`src/rtl/mem_access_stage.sv`:
```
// MEM stage: issues loads/stores on a req/gnt/rvalid bus, extracts load lanes, stalls upstream.
// Optional misaligned-access trap enabled by defining MEM_MISALIGN_CHECK_EN.
module mem_access_stage #(
    parameter int unsigned TIMEOUT_CYCLES = 255
) (
    input  logic        clk,
    input  logic        reset,
    input  logic        mem_read_in,
    input  logic        mem_write_in,
    input  logic        memtoreg_in,
    input  logic        regwrite_en_in,
    input  logic [2:0]  funct3_in,
    input  logic [31:0] aluresult_in,
    input  logic [31:0] store_data_in,
    input  logic [4:0]  write_address_in,
    output logic        dmem_req,
    output logic        dmem_we,
    output logic [31:0] dmem_addr,
    output logic [3:0]  dmem_be,
    output logic [31:0] dmem_wdata,
    input  logic        dmem_gnt,
    input  logic        dmem_rvalid,
    input  logic [31:0] dmem_rdata,
    output logic        stall_out,
    output logic        memtoreg_out,
    output logic        regwrite_en_out,
    output logic [31:0] read_data_out,
    output logic [31:0] aluresult_out,
    output logic [4:0]  write_address_out,
    output logic        bus_err,
    output logic        misalign_err
);

    localparam int unsigned CNT_W = 16;
    localparam logic [CNT_W-1:0] CNT_LAST = CNT_W'(TIMEOUT_CYCLES - 1);

    typedef enum logic [1:0] {
        IDLE     = 2'd0,
        WAIT_RSP = 2'd1,
        DONE     = 2'd2,
        ERR      = 2'd3
    } state_t;

    state_t            state, state_next;
    logic [CNT_W-1:0]  cnt, cnt_next;
    logic [31:0]       rdata_q, rdata_next;

    logic              mem_op;
    logic [1:0]        byte_off;
    logic [3:0]        lane_be;
    logic [31:0]       lane_wdata;
    logic              misaligned;

    assign mem_op   = mem_read_in | mem_write_in;
    assign byte_off = aluresult_in[1:0];

    // Sign/zero-extended lane selection for the captured load word.
    function automatic logic [31:0] load_extract(input logic [31:0] word,
                                                 input logic [1:0]  off,
                                                 input logic [2:0]  f3);
        logic [7:0]  b;
        logic [15:0] h;
        b = 8'(word >> {off, 3'b000});
        h = off[1] ? word[31:16] : word[15:0];
        case (f3)
            3'b000:  return {{24{b[7]}}, b};
            3'b001:  return {{16{h[15]}}, h};
            3'b100:  return {24'h0, b};
            3'b101:  return {16'h0, h};
            default: return word;
        endcase
    endfunction

    // Byte enables and replicated write data; stores treat only SB/SH as sub-word.
    always_comb begin
        lane_be    = 4'b1111;
        lane_wdata = store_data_in;
        if (mem_write_in) begin
            case (funct3_in)
                3'b000: begin
                    lane_be    = 4'b0001 << byte_off;
                    lane_wdata = {4{store_data_in[7:0]}};
                end
                3'b001: begin
                    lane_be    = byte_off[1] ? 4'b1100 : 4'b0011;
                    lane_wdata = {2{store_data_in[15:0]}};
                end
                default: lane_be = 4'b1111;
            endcase
        end else begin
            case (funct3_in[1:0])
                2'b00:   lane_be = 4'b0001 << byte_off;
                2'b01:   lane_be = byte_off[1] ? 4'b1100 : 4'b0011;
                default: lane_be = 4'b1111;
            endcase
        end
    end

`ifdef MEM_MISALIGN_CHECK_EN
    always_comb begin
        if (mem_write_in)
            misaligned = ((funct3_in == 3'b010) && (byte_off != 2'b00)) ||
                         ((funct3_in == 3'b001) && byte_off[0]);
        else
            misaligned = ((funct3_in == 3'b010) && (byte_off != 2'b00)) ||
                         ((funct3_in[1:0] == 2'b01) && byte_off[0]);
    end
`else
    assign misaligned = 1'b0;
`endif

    always_ff @(posedge clk) begin
        if (reset) begin
            state   <= IDLE;
            cnt     <= '0;
            rdata_q <= '0;
        end else begin
            state   <= state_next;
            cnt     <= cnt_next;
            rdata_q <= rdata_next;
        end
    end

    // Next state, timeout counter and all stage outputs; everything reads 0 under reset.
    always_comb begin
        state_next        = state;
        cnt_next          = cnt;
        rdata_next        = rdata_q;
        dmem_req          = 1'b0;
        dmem_we           = 1'b0;
        dmem_addr         = '0;
        dmem_be           = '0;
        dmem_wdata        = '0;
        stall_out         = 1'b0;
        memtoreg_out      = 1'b0;
        regwrite_en_out   = 1'b0;
        read_data_out     = '0;
        aluresult_out     = '0;
        write_address_out = '0;
        bus_err           = 1'b0;
        misalign_err      = 1'b0;

        if (!reset) begin
            memtoreg_out      = memtoreg_in;
            regwrite_en_out   = regwrite_en_in;
            aluresult_out     = aluresult_in;
            write_address_out = write_address_in;

            case (state)
                IDLE: begin
                    if (mem_op && misaligned) begin
                        misalign_err    = 1'b1;
                        regwrite_en_out = 1'b0;
                    end else if (mem_op) begin
                        dmem_req        = 1'b1;
                        dmem_we         = mem_write_in;
                        dmem_addr       = {aluresult_in[31:2], 2'b00};
                        dmem_be         = lane_be;
                        dmem_wdata      = mem_write_in ? lane_wdata : 32'h0;
                        stall_out       = 1'b1;
                        regwrite_en_out = 1'b0;
                        if (dmem_gnt) begin
                            cnt_next = '0;
                            if (mem_write_in) begin
                                stall_out       = 1'b0;
                                regwrite_en_out = regwrite_en_in;
                            end else begin
                                state_next = WAIT_RSP;
                            end
                        end else if (cnt == CNT_LAST) begin
                            state_next = ERR;
                        end else begin
                            cnt_next = cnt + CNT_W'(1);
                        end
                    end
                end
                WAIT_RSP: begin
                    stall_out       = 1'b1;
                    regwrite_en_out = 1'b0;
                    if (dmem_rvalid) begin
                        rdata_next = dmem_rdata;
                        state_next = DONE;
                    end else if (cnt == CNT_LAST) begin
                        state_next = ERR;
                    end else begin
                        cnt_next = cnt + CNT_W'(1);
                    end
                end
                DONE: begin
                    read_data_out = load_extract(rdata_q, byte_off, funct3_in);
                    state_next    = IDLE;
                end
                ERR: begin
                    bus_err         = 1'b1;
                    regwrite_en_out = 1'b0;
                    state_next      = IDLE;
                end
                default: state_next = IDLE;
            endcase

            if (state_next != state)
                cnt_next = '0;
        end
    end

endmodule

```
`config.mk`:
```
export PLATFORM = sky130hd
export DESIGN_NAME = mem_access_stage
export DESIGN_NICKNAME = d
export VERILOG_FILES = /design/src/rtl/mem_access_stage.sv
export SDC_FILE = /design/constraint.sdc
export NUM_CORES = 1
export LEC_CHECK = 0
export ABC_AREA = 1
export BUFFER_PORTS_ARGS = -buffer_cell sky130_fd_sc_hd__buf_2
export CORE_ASPECT_RATIO = 1.1
export CORE_MARGIN = 2
export CORE_UTILIZATION = 41
export CTS_BUF_LIST = sky130_fd_sc_hd__clkbuf_8
export DETAILED_ROUTE_END_ITERATION = 6
export PLACE_DENSITY = 0.78
export SLEW_MARGIN = 20
export SYNTH_ARGS = -nofsm -noshare
export SYNTH_HDL_FRONTEND = slang
export SYNTH_SLANG_ARGS = --single-unit
```
`constraint.sdc`:
```
create_clock -name clk -period 1.6 [get_ports clk]
set_clock_uncertainty 0.2 [all_clocks]
set_input_delay 0.24 -clock clk [delete_from_list [all_inputs] [get_ports clk]]
set_output_delay 0.24 -clock clk [all_outputs]
set_load 0.02 [all_outputs]
```
* After elaboration in Yosys (flattened, before gate mapping) *
Cells that the tools add are included.

storage, ports and cells
  bits in registers = 50
  input port bits = 112
  output and inout port bits = 144
  word-level logic and storage cells = 79

cells by class
  $add $sub $neg = 1
  equal/unequal tests = 11
  shifts and indexed selects = 2
  muxes and demuxes = 52
  bitwise logic cells = 1
  reduce and logical (&&, ||, !) cells = 9

operator list
  operator                                         count
  two-way mux 32 bit                               10
  case mux 32 bit (4 select lines)                 1
  two-way mux 16 bit                               5
  case mux 32 bit (2 select lines)                 1
  case mux 16 bit (2 select lines)                 1
  >> shifter 32 x 5 -> 8 bit                       1
  two-way mux 4 bit                                5
  two-way mux 1 bit                                17
  adder 16 x 1 -> 16 bit, second input constant    1
  == test 16 x 8 -> 1 bit, second input constant   1
  case mux 4 bit (2 select lines)                  2
  two-way mux 2 bit                                6
  == test 3 bit, second input constant             2
  case mux 2 bit (3 select lines)                  1
  OR reduction 2 bit                               3
  two-way mux 5 bit                                1
  == test 2 x 1 -> 1 bit, second input constant    2
  == test 2 bit, second input constant             2
  zero test 2 bit                                  2
  != test 2 bit, second input constant             2
  case mux 1 bit (2 select lines)                  2
  << shifter 1 x 2 -> 4 bit, first input constant  1
  == test 3 x 1 -> 1 bit, second input constant    1
  zero test 3 bit                                  1
  other kinds (5)                                  5

* Longest topological paths before layout *
Gate-level depths: netlist of run 1.

  depth in word-level cells = 8
  gate-level depth with buffers = 11
  mapped depth without buffers = 11

* Worst setup path after synthesis of run 1 *
OpenSTA, ideal clock, no wires.

  path kind = input port to output port
  from = input reset
  to = output dmem_wdata[16]
  data arrival time = 1608 ps
  data required time = 1160 ps
  path slack = -448 ps
  cell stages on the path = 9
  path buffers = 2
  cells stage by stage = buf_4 > nor2_4 > inv_2 > nor2_1 > inv_2 > nor2_4 > inv_2 > buf_2 > nor3_1

on the way
  cells in the longest elaborated chain, start to end = 1

RTL lines
  what                line  text
  start, declared     7     input logic reset,
  two-way mux 32 bit  143   if (!reset) begin
  end, declared       20    output logic [31:0] dmem_wdata,

No other way between the ends.

* Final worst setup path of run 1 *
  from = register rdata_q[16]
  to = output read_data_out[0]

on the way
  cells in the longest elaborated chain, start to end = 4
  elaborated cells between the ends (all ways) = 5

RTL lines
  what                                                                     line    text
  start, declared                                                          46      logic [31:0] rdata_q, rdata_next;
  start signal, assigned                                                   120     rdata_q <= rdata_next;
  >> shifter 32 x 5 -> 8 bit / two-way mux 16 bit (equally long branches)  63, 64
  case mux 32 bit (4 select lines) (*)                                     65      case (f3)
  two-way mux 32 bit (*)                                                   149     case (state)
  two-way mux 32 bit (*)                                                   143
  end, declared                                                            27      output logic [31:0] read_data_out,

Mark *: on every way between the ends. The rest lies on a longest branch, timed or not.

==> flow_summary.yaml, run 1 <==
status:
  status: "complete, but fails checks"
  violations: "hold timing, setup timing"
global_route:
  antenna_found_initial: 2
  grt_max_degree: 40
  grt-ovfl-total: 0
  grt_pass1_wl_um: 32920
  grt_pass1_vias: 6797
  track_usage: 0.3631
cells_and_area:
  fin_cells: 1306
  area_delta_synth_final_pct: 95.41
  layout-drive-gt1-share: 0.4798
  fin_nets: 1274
place:
  io_buffers: 252
  globalplace.congestion: 0.9353
  dp_cells: 1251
  dp_hpwl_um: 13100
floorplan:
  die_h_um: 111.9
  ioPinCount: 256
  num_rows: 39
  die_x_um: 102.1
  core_area_mm2: 0.01034
  start_util: 0.4192
  dieArea_mm2: 0.01142
synth:
  ys_types: 38
  synth_area_per_cell_um2: 5.553
  yosysWarnings: 0
  synth_edf_count: 0
  ys_async_sr_fraction: 0
  synthCells: 781
  ys_ff_latch: 50
  synth_ff_type: "dfxtp_1"
  synth_top_area_cell: "dfxtp_1"
  synth_common_cells: "nor2_1 (200), nand2_1 (126), inv_1 (120), a21oi_1 (66), dfxtp_1 (50)"
  synth_most_common_cell: "nor2_1"
  synth_area_leaders: "dfxtp_1 (23%), nor2_1 (17%), nand2_1 (11%)"
  synthesis.area_mm2: 0.004337
  synth_top_area_share: 0.2308
  synth_seq_area_share: 0.2308
drt:
  drtIter0Drc: 1219
  vias: 7561
  viasPerCell: 5.789
  dr.pass1.iters: 7
  post_drt_wl_per_cell_um: 19.95
  drt-total-wl_um: 26050
  final_antenna_net_count: 0
  drc_errors: 0
sta:
  hold_violations: 5
  finalSetupViolCount: 146
  rsz0062_at_grt: "true"
  tightest_slew_ns: 0.5772
  maxSlewViolCount: 0
  layout_min_cycle_time_ns: 2.373
  clock.fmax_mhz: 421.4
  timing.max_slew.rel_slack: 0.6152
  finalWorstSetupSlack_ns: -0.7732
  timing.final.crit_share: 1.483
  whs_ns: -0.02416
clock_tree:
  clock_path_buffers: 2
  cts_tree: "yes"
  clk_transition_reported_paths_ns: 0.12
  cts_sinks: 50
  clk_latency_ns: 0.34
  cts_buffers: 5
  htreeDepth: 2
  root_buffer: "clkbuf_8"
worst_setup_path:
  cp_max_fo: 2
  crit_type: "register to output pin"
  critPathCaptureType: "output pin"
  timing.critical_path.arrival_ns: 1.93
  critical_path_required_ns: 1.16
  critPathLaunchType: "register"
power:
  power_density_mw_per_mm2: 474.8
  p_leak_nw: 4.181
  power_w: 0.004024
  vdd_drop_max_v: 0.0005104
flow_run:
  max-cap-violations: 0
min_path:
  hp-class: "input port to register"
==> final cells by class <==
class / count / area [um^2]
antenna: 2 / 5.005
clock buffer: 6 / 82.58
clock inverter: 2 / 38.79
fill: 585 / 1871
inverter: 132 / 513.0
multi-input combinational: 564 / 3458
sequential: 50 / 1010
tap: 143 / 178.9
timing repair buffer: 407 / 3188
==> flip-flops by register name, indices dropped and copies added (netlist names) <==
name	cells
rdata_q	32
cnt	16
state	2
==> layer usage <==
| layer | global-route usage | part of all wire | vias up |
|---|---|---|---|
| li1 | - | - | 3198 |
| met1 | 0.3775 | 0.31 | 3325 |
| met2 | 0.6329 | 0.45 | 774 |
| met3 | 0.08349 | 0.13 | 264 |
| met4 | 0.2507 | 0.11 | 0 |
| met5 | 0 | 0 | - |
==> repair_timing <==
action                                  in CTS  in global routing
endpoints found under the setup margin     147                152
hold buffers                                18                  2
resized for setup                          198                 86
setup buffers                               12                  8
hold endpoints to repair                    18                  2
pin swaps                                   27                 14
gates cloned                                 3                  5
==> per-stage QoR <==
step | setup TNS [ns] | area, um^2 | setup slack [ns] | util | hold slack, ns
final | -61.11 | 8474 | -0.7732 | 0.8192 | -0.02416
after global routing | -68.30 | 8474 | -1.176 | 0.8192 | -0.006990
after CTS | -49.70 | 8046 | -0.5187 | 0.7778 | 0.001354
after detailed placement | -22.70 | 6995 | -0.3683 | 0.6762 | 0.2617
after global placement | -20.01 | 6995 | -0.3234 | 0.6762 | 0.2529
after floorplan | -20.45 | 4863 | -0.3032 | - | 0.2051
==> cell families (layout without fill, tap and decap cells) <==
group | Yosys count | count (layout) | synth area share
compound gates | 154 | 154 | 0.2023
other cells | 1 | 5 | 0.0008647
simple gates | 404 | 405 | 0.4016
flops | 50 | 50 | 0.2308
buf+inv | 170 | 547 | 0.1587
fa+ha+maj | 2 | 2 | 0.005769
==> worst max-delay path, stage by stage, from the launching register on <==
cell and delay [ns]:
dfxtp_1 0.36, inv_1 0.16, nand2_1 0.21, o211ai_1 0.18, o21ai_0 0.23, o21ai_1 0.18
inv_1 0.10, buf_6 0.16
==> layout by cell type, fill, tap and decap left out, types with 4 or more instances in the layout <==
cell | netlist | layout
nor2_1 | 200 | 161
buf_2 | 10 | 157
buf_4 | 8 | 149
nand2_1 | 126 | 117
inv_1 | 120 | 116
buf_6 | 1 | 64
dfxtp_1 | 50 | 47
nor2_4 | 6 | 39
a21oi_1 | 66 | 38
nand3_1 | 32 | 31
o21ai_0 | 47 | 22
dlygate4sd3_1 | 0 | 20
nor2_2 | 13 | 19
a21oi_2 | 0 | 19
o21ai_2 | 0 | 16
o211ai_1 | 15 | 15
o21ai_1 | 5 | 13
inv_2 | 11 | 11
buf_12 | 0 | 11
a21oi_4 | 0 | 9
nand2_2 | 5 | 9
nor3_4 | 0 | 6
o22ai_1 | 9 | 6
clkbuf_8 | 0 | 6
nand2_8 | 0 | 5
nand3_4 | 0 | 5
nand4_1 | 4 | 4
nand2_4 | 3 | 4
o21bai_1 | 4 | 4
clkbuf_16 | 0 | 4
==> worst paths after layout <==
path,startpoint,end,slack (ns),cells after the start
setup reg to reg,cnt[3]$_SDFFE_PP0P_,cnt[10]$_SDFFE_PP0P_,-0.54,10
hold reg to reg,rdata_q[13]$_SDFFE_PP0P_,rdata_q[13]$_SDFFE_PP0P_,0.28,2
setup / recovery,rdata_q[16]$_SDFFE_PP0P_,read_data_out[0],-0.77,7
hold / removal,dmem_rdata[18],rdata_q[18]$_SDFFE_PP0P_,-0.02,3
==> where the power goes <==
part / leakage, nW / switching, W / internal, W
Clock: 0.0618 / 0.000546 / 0.000517
Combinational: 3.71 / 0.000989 / 0.000680
Sequential: 0.406 / 0.0000229 / 0.00127
Total: 4.18 / 0.00156 / 0.00247
Power figures use the tool's default switching activity.
==> run 2: changes to the inputs <==
--- a/config.mk
+++ b/config.mk
@@ -12,6 +12,7 @@
 export CORE_UTILIZATION = 41
 export CTS_BUF_LIST = sky130_fd_sc_hd__clkbuf_8
 export DETAILED_ROUTE_END_ITERATION = 6
+export HOLD_SLACK_MARGIN = 0.05
 export PLACE_DENSITY = 0.78
 export SLEW_MARGIN = 20
 export SYNTH_ARGS = -nofsm -noshare
==> run 2 against run 1 <==
Effect of this change:
- the run ends with DRC, setup timing left
- combinational power hardly changed
- count of clock-buffer cells in the layout is the same
- global-route usage is 1.4 points higher
- total power grew 0.23%
- setup slack better by 0.14 ns
- utilization up 0.92 points
- highest routed layer unchanged
- sequential cell count unchanged
- sequential share of layout area shrank 0.13 points
- fmax is 6.4% higher
- cell area increased by 1.1%
- sequential power hardly changed
==> flow_summary.yaml, run 2 (same netlist as run 1, synthesis figures left out) <==
status:
  status: "complete, but fails checks"
  violations: "DRC, setup timing"
clock_tree:
  root_buffer: "clkbuf_8"
  htreeDepth: 2
  cts_sinks: 50
  cts_tree: "yes"
  clock_path_buffers: 2
  cts_buffers: 5
  clk_latency_ns: 0.32
  clk_transition_reported_paths_ns: 0.10
cells_and_area:
  largest_reg_flops: 32
  final_cell_mix: "nor2_1 (160), buf_2 (157), buf_4 (150), nand2_1 (117), inv_1 (116)"
  multi_input_area_mm2: 0.003496
  area_delta_synth_final_pct: 97.61
  fillers: 559
  regArea_mm2: 0.001010
  largestRegisters: "rdata_q: 32 flops, cnt: 16 flops, state: 2 flops"
  layout_commonest_cell: "nor2_1"
  fin_cells: 1314
  largest-register: "rdata_q"
  layout-drive-gt1-share: 0.4731
  fin_nets: 1282
floorplan:
  start_util: 0.4192
  die_h_um: 111.9
  core_area_mm2: 0.01034
  dieArea_mm2: 0.01142
  ioPinCount: 256
  num_rows: 39
  die_x_um: 102.1
worst_setup_path:
  cp_max_fo: 8
  critPathLaunchType: "register"
  crit_path_frequent_cell: "nor2_4"
  timing.critical_path.arrival_ns: 1.79
  path_cells: "inv_4, nor2_4, inv_2, nor2_4, buf_8, nand2_8, nor2_4, buf_6"
  slowest_stage: "dfxtp_4"
  cpPeakStageDelay_ns: 0.40
  critPathCaptureType: "output pin"
  crit_type: "register to output pin"
  r2r_slack_ns: -0.49
  critical_path_required_ns: 1.16
place:
  place_ws_ns: -0.3683
  globalplace.congestion: 0.9353
  dp_hpwl_um: 13100
  dp_cells: 1251
  io_buffers: 252
power:
  p_int_w: 0.002484
  power_w: 0.004033
  power.switching_w: 0.001549
  p_leak_nw: 4.199
  power_density_mw_per_mm2: 470.6
  switching_share: 0.3840
  pwr-share-clk: 0.257
  power_frac_seq: 0.321
  vdd_drop_max_v: 0.0006767
  comb_power_share: 0.422
sta:
  fin_setup_tns_ns: -61.15
  finalSetupViolCount: 149
  rsz0062_at_grt: "true"
  finalWorstSetupSlack_ns: -0.6304
  timing.final.crit_share: 1.394
  hold_violations: 0
  layout_min_cycle_time_ns: 2.230
  maxSlewViolCount: 0
  clock.fmax_mhz: 448.3
flow_run:
  max-cap-violations: 0
drt:
  drt-total-wl_um: 26240
  dr.pass1.iters: 7
  post_drt_wl_per_cell_um: 19.97
  viasPerCell: 5.817
  drtIter0Drc: 1263
  final_antenna_net_count: 0
  drc_errors: 98
  vias: 7643
global_route:
  grt_pass1_wl_um: 34200
  grt_pass1_vias: 7150
  grt_max_degree: 40
  grt-ovfl-total: 0
  track_usage: 0.3774
  antenna_found_initial: 2
min_path:
  hp-class: "input port to register"
## run 2: routing by layer
layer	vias up	routed length, um	GRT usage
li1	3217	-	-
met1	3324	8129	0.3924
met5	-	0	0
met4	0	2908	0.2702
met2	792	11760	0.6588
met3	310	3442	0.07847
## run 2: worst paths after layout
| kind | from | end | cells past startpoint |
|---|---|---|---|
| worst min-delay path | dmem_gnt | state[0]$_SDFF_PP0_ | 4 |
| worst max register to register | state[1]$_SDFF_PP0_ | cnt[10]$_SDFFE_PP0P_ | 12 |
| worst min register to register | rdata_q[14]$_SDFFE_PP0P_ | rdata_q[14]$_SDFFE_PP0P_ | 2 |
| worst max-delay path | state[1]$_SDFF_PP0_ | read_data_out[25] | 8 |
## run 2: through the flow
step                hold slack, ns  instance area, um^2  utilization
floorplan                   0.2051                 4863            -
global placement            0.2529                 6995       0.6762
detailed placement          0.2617                 6995       0.6762
CTS                         0.1082                 8187       0.7914
global route                0.1412                 8569       0.8284
finish                      0.1100                 8569       0.8284
## run 2: worst max-delay path, delay by kind of cell (launching register included)
family        cells  cell delay (ns)
simple gates      4             0.63
buf+inv           4             0.43
flops             1             0.40
## run 2: power by group through the flow
stage          logic, W  clock network [W]  registers [W]
3_3_place_gp    0.00129                  0        0.00131
2_1_floorplan  0.000768                  0        0.00131
3_5_place_dp    0.00130                  0        0.00132
5_1_grt         0.00179            0.00104        0.00129
6_report        0.00170            0.00104        0.00129
4_1_cts         0.00151           0.000995        0.00129
## run 2: timing repair
action | 4_1_cts | 5_1_grt
cloned | 3 | 3
gates resized for setup | 198 | 84
hold endpoints to repair | 32 | 0
setup endpoints to repair | 147 | 153
setup buffers | 12 | 5
pin swaps | 27 | 10
hold buffers | 32 | 0
## run 2: area by class of cell
| cell class | instances | area share |
|---|---|---|
| Clock buffer | 6 | 0.009636 |
| Clock inverter | 2 | 0.004526 |
| Antenna cell | 2 | 0.0005840 |
| Tap cell | 143 | 0.02088 |
| Timing Repair Buffer | 415 | 0.3787 |
| Multi-Input combinational cell | 564 | 0.4079 |
| Sequential cell | 50 | 0.1178 |
| Inverter | 132 | 0.05986 |
